<file path="src/rtl/cpu_pkg.sv">
// cpu_pkg: opcodes, FSM state encoding, mux codes and
// instruction-length helper shared by the CPU control path.
package cpu_pkg;

    localparam logic [3:0] OP_NOP  = 4'h0;
    localparam logic [3:0] OP_IN   = 4'h1;
    localparam logic [3:0] OP_OUT  = 4'h2;
    localparam logic [3:0] OP_MOVA = 4'h3;
    localparam logic [3:0] OP_MOVR = 4'h4;
    localparam logic [3:0] OP_LDI  = 4'h5;
    localparam logic [3:0] OP_ALU  = 4'h6;
    localparam logic [3:0] OP_JMP  = 4'h7;
    localparam logic [3:0] OP_JZ   = 4'h8;
    localparam logic [3:0] OP_JPOS = 4'h9;
    localparam logic [3:0] OP_HALT = 4'hF;

    localparam logic [1:0] MUX_ALU  = 2'd0;
    localparam logic [1:0] MUX_RF   = 2'd1;
    localparam logic [1:0] MUX_IMM  = 2'd2;
    localparam logic [1:0] MUX_USER = 2'd3;

    typedef enum logic [2:0] {
        S_FETCH    = 3'd0,
        S_DECODE   = 3'd1,
        S_FETCH_OP = 3'd2,
        S_LOAD_OP  = 3'd3,
        S_EXECUTE  = 3'd4,
        S_WAIT_IN  = 3'd5,
        S_HALT     = 3'd6
    } state_t;

    function automatic logic is_two_byte(input logic [3:0] opcode);
        return opcode inside {OP_LDI, OP_ALU, OP_JMP, OP_JZ, OP_JPOS};
    endfunction

endpackage

</file>
<file path="src/rtl/control_unit_program_counter.sv">
// program_counter: 8-bit PC with jump load, increment
// and asynchronous reset to RESET_PC; wraps FF -> 00.
module program_counter #(
    parameter logic [7:0] RESET_PC = 8'h00
) (
    input  logic       clock,
    input  logic       reset,
    input  logic       inc,
    input  logic       load,
    input  logic [7:0] load_value,
    output logic [7:0] pc
);

    // jump load takes priority over the sequential increment
    always_ff @(posedge clock or negedge reset) begin
        if (!reset) begin
            pc <= RESET_PC;
        end else if (load) begin
            pc <= load_value;
        end else if (inc) begin
            pc <= pc + 8'd1;
        end
    end

endmodule

</file>
<file path="src/rtl/control_unit.sv">
// control_unit: fetch/decode/execute sequencer for the 8-bit
// accumulator CPU. Optional macro CU_SINGLE_STEP_EN adds stepping.
module control_unit
    import cpu_pkg::*;
#(
    parameter logic [7:0] RESET_PC = 8'h00
) (
    input  logic       clock,
    input  logic       reset,
`ifdef CU_SINGLE_STEP_EN
    input  logic       step_mode,
    input  logic       step,
`endif
    input  logic [7:0] imem_data,
    output logic [7:0] imem_addr,
    input  logic       user_enter,
    input  logic       zero_flag_in,
    input  logic       positive_flag_in,
    output logic [1:0] mux_select,
    output logic [7:0] imm_data,
    output logic       acc_enable,
    output logic [2:0] rf_address,
    output logic       rf_write,
    output logic [3:0] alu_select,
    output logic [1:0] alu_rotate,
    output logic       output_enable,
    output logic       halted
);

    state_t     state;
    state_t     state_n;
    logic [7:0] pc;
    logic [7:0] ir;
    logic [7:0] opr;
    logic       z_flag;
    logic       p_flag;
    logic       pc_inc;
    logic       pc_load;
    logic       addr_load;
    logic       ir_load;
    logic       opr_load;
    logic       fetch_go;
    logic [3:0] opcode;
    logic [3:0] field;

    assign opcode = ir[7:4];
    assign field  = ir[3:0];

`ifdef CU_SINGLE_STEP_EN
    logic step_q;
    logic step_pend;

    // registered step edge; one pending step is consumed per fetch
    always_ff @(posedge clock or negedge reset) begin
        if (!reset) begin
            step_q    <= 1'b0;
            step_pend <= 1'b0;
        end else begin
            step_q <= step;
            if (step && !step_q) begin
                step_pend <= 1'b1;
            end else if (state == S_FETCH) begin
                step_pend <= 1'b0;
            end
        end
    end

    assign fetch_go = !step_mode || step_pend;
`else
    assign fetch_go = 1'b1;
`endif

    program_counter #(
        .RESET_PC(RESET_PC)
    ) u_pc (
        .clock     (clock),
        .reset     (reset),
        .inc       (pc_inc),
        .load      (pc_load),
        .load_value(opr),
        .pc        (pc)
    );

    // FSM state register
    always_ff @(posedge clock or negedge reset) begin
        if (!reset) begin
            state <= S_FETCH;
        end else begin
            state <= state_n;
        end
    end

    // ROM address, instruction/operand bytes and datapath flags
    always_ff @(posedge clock or negedge reset) begin
        if (!reset) begin
            imem_addr <= RESET_PC;
            ir        <= 8'h00;
            opr       <= 8'h00;
            z_flag    <= 1'b1;
            p_flag    <= 1'b1;
        end else begin
            if (addr_load) imem_addr <= pc;
            if (ir_load)   ir <= imem_data;
            if (opr_load)  opr <= imem_data;
            if (acc_enable) begin
                z_flag <= zero_flag_in;
                p_flag <= positive_flag_in;
            end
        end
    end

    // next state, sequencing strobes and datapath controls
    always_comb begin
        state_n       = state;
        pc_inc        = 1'b0;
        pc_load       = 1'b0;
        addr_load     = 1'b0;
        ir_load       = 1'b0;
        opr_load      = 1'b0;
        mux_select    = MUX_ALU;
        imm_data      = 8'h00;
        acc_enable    = 1'b0;
        rf_address    = 3'd0;
        rf_write      = 1'b0;
        alu_select    = 4'd0;
        alu_rotate    = 2'd0;
        output_enable = 1'b0;
        halted        = 1'b0;
        unique case (state)
            S_FETCH: begin
                if (fetch_go) begin
                    addr_load = 1'b1;
                    pc_inc    = 1'b1;
                    state_n   = S_DECODE;
                end
            end
            S_DECODE: begin
                ir_load = 1'b1;
                state_n = is_two_byte(imem_data[7:4]) ? S_FETCH_OP
                                                      : S_EXECUTE;
            end
            S_FETCH_OP: begin
                addr_load = 1'b1;
                pc_inc    = 1'b1;
                state_n   = S_LOAD_OP;
            end
            S_LOAD_OP: begin
                opr_load = 1'b1;
                state_n  = S_EXECUTE;
            end
            S_EXECUTE: begin
                state_n = S_FETCH;
                unique case (1'b1)
                    (opcode == OP_IN):   state_n = S_WAIT_IN;
                    (opcode == OP_OUT):  output_enable = 1'b1;
                    (opcode == OP_MOVA): begin
                        mux_select = MUX_RF;
                        rf_address = field[2:0];
                        acc_enable = 1'b1;
                    end
                    (opcode == OP_MOVR): begin
                        rf_address = field[2:0];
                        rf_write   = 1'b1;
                    end
                    (opcode == OP_LDI): begin
                        mux_select = MUX_IMM;
                        imm_data   = opr;
                        acc_enable = 1'b1;
                    end
                    (opcode == OP_ALU): begin
                        mux_select = MUX_ALU;
                        alu_select = field;
                        alu_rotate = opr[7:6];
                        rf_address = opr[2:0];
                        acc_enable = 1'b1;
                    end
                    (opcode == OP_JMP):  pc_load = 1'b1;
                    (opcode == OP_JZ):   pc_load = z_flag;
                    (opcode == OP_JPOS): pc_load = p_flag;
                    (opcode == OP_HALT): state_n = S_HALT;
                    default: ;
                endcase
            end
            S_WAIT_IN: begin
                mux_select = MUX_USER;
                if (user_enter) begin
                    acc_enable = 1'b1;
                    state_n    = S_FETCH;
                end
            end
            S_HALT: begin
                halted = 1'b1;
            end
            default: begin
                state_n = S_FETCH;
            end
        endcase
    end

endmodule

</file>
<file path="config.mk">
export PLATFORM = sky130hd
export DESIGN_NAME = control_unit
export DESIGN_NICKNAME = d
export VERILOG_FILES = /design/src/rtl/cpu_pkg.sv /design/src/rtl/control_unit_program_counter.sv /design/src/rtl/control_unit.sv
export SDC_FILE = /design/constraint.sdc
export NUM_CORES = 1
export LEC_CHECK = 0
export ABC_AREA = 1
export CAP_MARGIN = 20
export CORE_MARGIN = 2
export CORE_UTILIZATION = 50
export DETAILED_ROUTE_END_ITERATION = 12
export PLACE_DENSITY = 0.82
export SYNTH_ARGS = -nofsm -noshare
export SYNTH_HDL_FRONTEND = slang
export SYNTH_SLANG_ARGS = --single-unit
</file>
<file path="constraint.sdc">
create_clock -name clock -period 1.51 [get_ports clock]
set_input_delay 0.302 -clock clock [delete_from_list [all_inputs] [get_ports clock]]
set_output_delay 0.302 -clock clock [all_outputs]
set_load 0.02 [all_outputs]
</file>
# After elaboration in Yosys (flattened, before gate mapping)
# Index checks and enable logic that the tools add are counted.
[word_totals]
regBits = 37
inputBits = 13
out_inout_bits = 31
[op_classes]
n_addsub = 1
n_eq_ne = 22
mux = 29
bitwise_logic = 1
reduce_logical = 7
[ops]
columns = ["cell", "n"]
rows = [
  ["two-way mux 8 bit", 4],
  ["== test 4 x 3 -> 1 bit, second input constant", 7],
  ["one-hot mux 3 bit (7 select lines)", 1],
  ["== test 4 bit, second input constant", 5],
  ["one-hot mux 3 bit (2 select lines)", 2],
  ["two-way mux 1 bit", 11],
  ["== test 3 bit, second input constant", 3],
  ["two-way mux 3 bit", 3],
  ["adder 8 x 1 -> 8 bit, second input constant", 1],
  ["== test 4 x 2 -> 1 bit, second input constant", 2],
  ["two-way mux 4 bit", 2],
  ["one-hot mux 2 bit (2 select lines)", 2],
  ["== test 3 x 2 -> 1 bit, second input constant", 2],
  ["nonzero test 5 bit", 1],
  ["== test 4 x 1 -> 1 bit, second input constant", 1],
  ["two-way mux 2 bit", 2],
  ["OR reduction 2 bit", 2],
  ["== test 3 x 1 -> 1 bit, second input constant", 1],
  ["zero test 3 bit", 1],
  ["one-hot mux 1 bit (3 select lines)", 1],
  ["OR reduction 3 bit", 1],
  ["!= test 2 bit, second input constant", 1],
  ["one-hot mux 1 bit (2 select lines)", 1],
  ["AND reduction 2 bit", 1],
  ["other kinds (2)", 2],
]

# Longest topological paths before layout
# Gate-level depths: netlist of run 1.
[logic_depth]
word_depth = 5
depth_mapped = 10
mapped_depth_nobuf = 9

# Hierarchy
# Synthesis of run 1 repeated with hierarchy kept, for this count alone.
[unflattened]
hier_cells = 237
area_unflattened_um2 = 1955.6
[by_module_without_submodules]
columns = ["mod", "instances", "cells_each", "area_each_um2", "seq_area_each_um2"]
rows = [
  ["control_unit", 1, 175, 1456.4, 728.2],
  ["program_counter", 1, 62, 499.2, 200.2],
]

# Worst setup path after synthesis of run 1
# No wires, ideal clock.
[synth_path]
path_kind = "register to output"
from = "register state[1]"
to = "output imm_data[0]"
arrival_time_ns = 1.298
required_time_ns = 1.208
path_slack_ns = -0.090
path_stages_with_launch = 7
path_cell_list = "dfrtp_1 -> nor2_2 -> nand2_4 -> inv_4 -> buf_6 -> nand2_2 -> nor2_1"
[synth_via]
elab_chain_cells = 2
[synth_rtl]
columns = ["element", "line_no", "source"]
rows = [
  ["start: declaration", "control_unit.sv:30", "state_t state;"],
  ["start signal: assignment", "control_unit.sv:89", "state <= state_n;"],
  ["== test 3 bit", "control_unit.sv:129", "unique case (state)"],
  ["two-way mux 8 bit", "control_unit.sv:129", ""],
  ["end: declaration", "control_unit.sv:20", "output logic [7:0] imm_data,"],
]
# Every way passes these cells.

# Final worst setup path of run 1
[layout_path]
from = "register ir[5]"
to = "output imm_data[7]"
[layout_via]
elab_chain_cells = 3
[layout_rtl]
columns = ["element", "line_no", "source"]
rows = [
  ["start: declaration", "control_unit.sv:33", "logic [7:0] ir;"],
  ["start signal: assignment", "control_unit.sv:103", "if (ir_load) ir <= imem_data;"],
  ["== test 4 x 3 -> 1 bit", "control_unit.sv:165", "(opcode == OP_LDI): begin"],
  ["two-way mux 8 bit", "control_unit.sv:153", "unique case (1'b1)"],
  ["two-way mux 8 bit", "control_unit.sv:129", ""],
]
# Every way passes these cells.

==> metrics.txt, run 1 <==
Slew Limit Fails=0; post-synthesis adder-cell area fraction=0.626%; first-pass GRT wire length=9760 um; core area=0.00374 mm2; Place WS=-511 ps; CP endpoint kind=primary output; most frequent cell after synthesis=nand2_1; Area growth syn-to-layout=58.6%; crit path buf inv count=3; drt first pass iters=6; wire length per cell=16.3 um; Final #Nets=379; gr ovfl total=0; power per cell area=2030 mW/mm2; Hold Path Class=primary input to asynchronous set/reset pin; post-synthesis sequential area ratio=46.5%; die extent in y=67.2 um; Fmax achieved=539 MHz; Synth Cell Area=0.00200 mm2; flop2flop setup slack=-20 ps; synth unique cells=30; Max Root-Sink Buffers=2; final hold vios=0; cell accounting for the most synthesized area=dfrtp_1; layout cell share with drive strength beyond 1=37.2%; Period minus WS final=1850 ps; Req. time, crit path=1210 ps; largest family of logic cells by synthesized area=simple AND/OR/NAND/NOR gates; skew final=3.50 ps; Tightest Pin Transition=348 ps; met2 wire length=3490 um; via count=2264; vias in the first global route=2068; Worst Reg2Reg Path Length in Cells=10; CP Depth=7; Synth Instances=272; RSZ-0062 raised after global routing=yes; ys flop type=dfrtp_1; Crit. Startpoint=ir[5]; xor and xnor fraction of the mapped netlist area=0%; maxcap violations=0; clock-pin slew on the worst setup and hold paths=70 ps; top-area cell type share of the netlist area=43.8%; CP delay by family, top=flip-flops; mux cell area share after synthesis=0.564%; Commonest cells post-synth=nand2_1, dfrtp_1, nand3_1; compound-cell area share of the yosys netlist=9.02%; WP data arrival=1550 ps; H-tree Lvls=2; DRC viols=0; crit path max fanout=6; WS Path Type=flop to primary output; M1 WL=2590 um; slowest CP cell=dfrtp_2; Most common cell on crit path=buf_6; Period Utilization, post-route=123%; TritonCTS buffer count=5; Setup WS post-layout=-345 ps; DRT iter0 DRCs=241; Die Wd=67.2 um; io pins=44; total inserted antenna cells=0; post-DP HPWL=4180 um; Worst-Skew Late Latency=300 ps; syn_area_per_cell=7.35 um2; post-synthesis simple-gate area fraction=34.5%; Yosys reg bits=37; largest net degree at the start of global routing=38; num rows=22; die area=0.00452 mm2; ys async rst share=100%; GRT Total Usage=29.0%; EDFF count, synth=0; setup_tns=-6420 ps; failing checks=negative setup slack; final WL=6730 um; post-layout util=84.7%; synth warn=0; number of antenna violations at the first check in global routing=0; Critical Path Sink=imm_data[7]; slew margin rel.=76.6%; Detail Route met3 WL=523 um; Top Metal Used=met4; critical path, cell by cell=inv_2 -> nand2_2 -> nor2_2 -> buf_6 -> nand2_8 -> nor2_4 -> buf_6; syn nets=286; RePlAce Congestion=0.910; RR Startpoint=ir[6]; final setup fails=25; leakage=1.61 nW; number of I/O port buffers=43; startpoint type of the worst setup path=flop; status=finished, violations left; clock tree sinks=37; CTS Root Buffer Type=clkbuf_8; post-route ant nets=0; Reg-to-Reg End=p_flag; largest cells by area after synthesis=dfrtp_1, nand2_1, nand3_1; vias per cell=5.47; largest stage delay on the critical path=460 ps; Worst VDD drop=1170 uV; CTS tree=yes; Starting Density=53.4%
-- cells by family after synthesis --
| group | Yosys count |
|---|---|
| and+or+nand+nor | 157 |
| AOI/OAI and AO/OA | 34 |
| buffers and inverters | 42 |
| muxes | 1 |
| DFF | 37 |
| adders and majority gates | 1 |
-- repair_timing --
| action | 4_1_cts | 5_1_grt |
|---|---|---|
| setup buffers | 3 | 9 |
| setup endpoints to repair | 31 | 32 |
| pin swaps | 8 | 9 |
| resized for setup | 171 | 21 |
| hold buffers | 0 | 0 |
-- report_power, final --
part	internal, W	switching [W]	total (W)
logic	0.00156	0.00203	0.00359
registers	0.00149	0.000453	0.00194
clock network	0.000539	0.000368	0.000907
total	0.00359	0.00285	0.00644
-- area by class of cell --
cell class / instances / area [um2]
Sequential cell: 37 / 932
Clock buffer: 7 / 86.3
Tap cell: 48 / 60.1
Inverter: 35 / 146
Multi-Input combinational cell: 193 / 1080
Clock inverter: 1 / 30.0
Fill cell: 231 / 574
Timing Repair Buffer: 93 / 836
-- sequential cells by signal, summed over array words and instances (netlist names) --
name / flops
p_flag: 1
imem_addr: 8
u_pc.pc: 8
state: 3
z_flag: 1
opr: 8
ir: 8
-- metrics by stage --
step           cell area (um2)  cells  hold WS (ps)  total power (W)
2_1_floorplan             2040    272          6.41          0.00347
3_3_place_gp              2790    394           453          0.00470
3_5_place_dp              2790    394           458          0.00482
4_1_cts                   3030    405           393          0.00598
5_1_grt                   3170    414           401          0.00684
6_report                  3170    414           382          0.00644
-- cell usage in the layout, fill, tap and decap left out, drive strengths merged --
master and instances:
o211ai 1, nor3 3, a21oi 3, dfrtp 35
mux2 1, bufinv 1, inv 34, nand3 32
clkinv 1, o21ai 28, buf 73, or2 2
dfstp 2, o21a 1, clkbuf 7, nand2 87
clkdlybuf4s50 12, nand4 4, dlygate4sd2 8, ha 1
a211o 1, nor2 29
-- how the worst min path moves through the flow --
| stage | endpoint | start | cells after the start |
|---|---|---|---|
| after floorplan | imem_addr[0] | reset | 0 |
| after global placement | imem_addr[3] | imem_addr[3] | 2 |
| after detailed placement | imem_addr[3] | imem_addr[3] | 2 |
| after CTS | imem_addr[0] | reset | 2 |
| after global routing | imem_addr[0] | reset | 2 |
| final | imem_addr[0] | reset | 2 |
-- metal layers --
metal	track usage, %	vias to the layer above
met4	8.42	0
met3	6.33	15
met1	36.5	1083
met5	0	-
met2	50.1	115
li1	-	1051
(Power assumes the default switching activity.)
==> inputs of run 2 (changes only) <==
SLEW_MARGIN = 25   (was not set)
==> results of run 2 <==
Same layout as run 1: the final DEF is identical, and so are final timing and power.
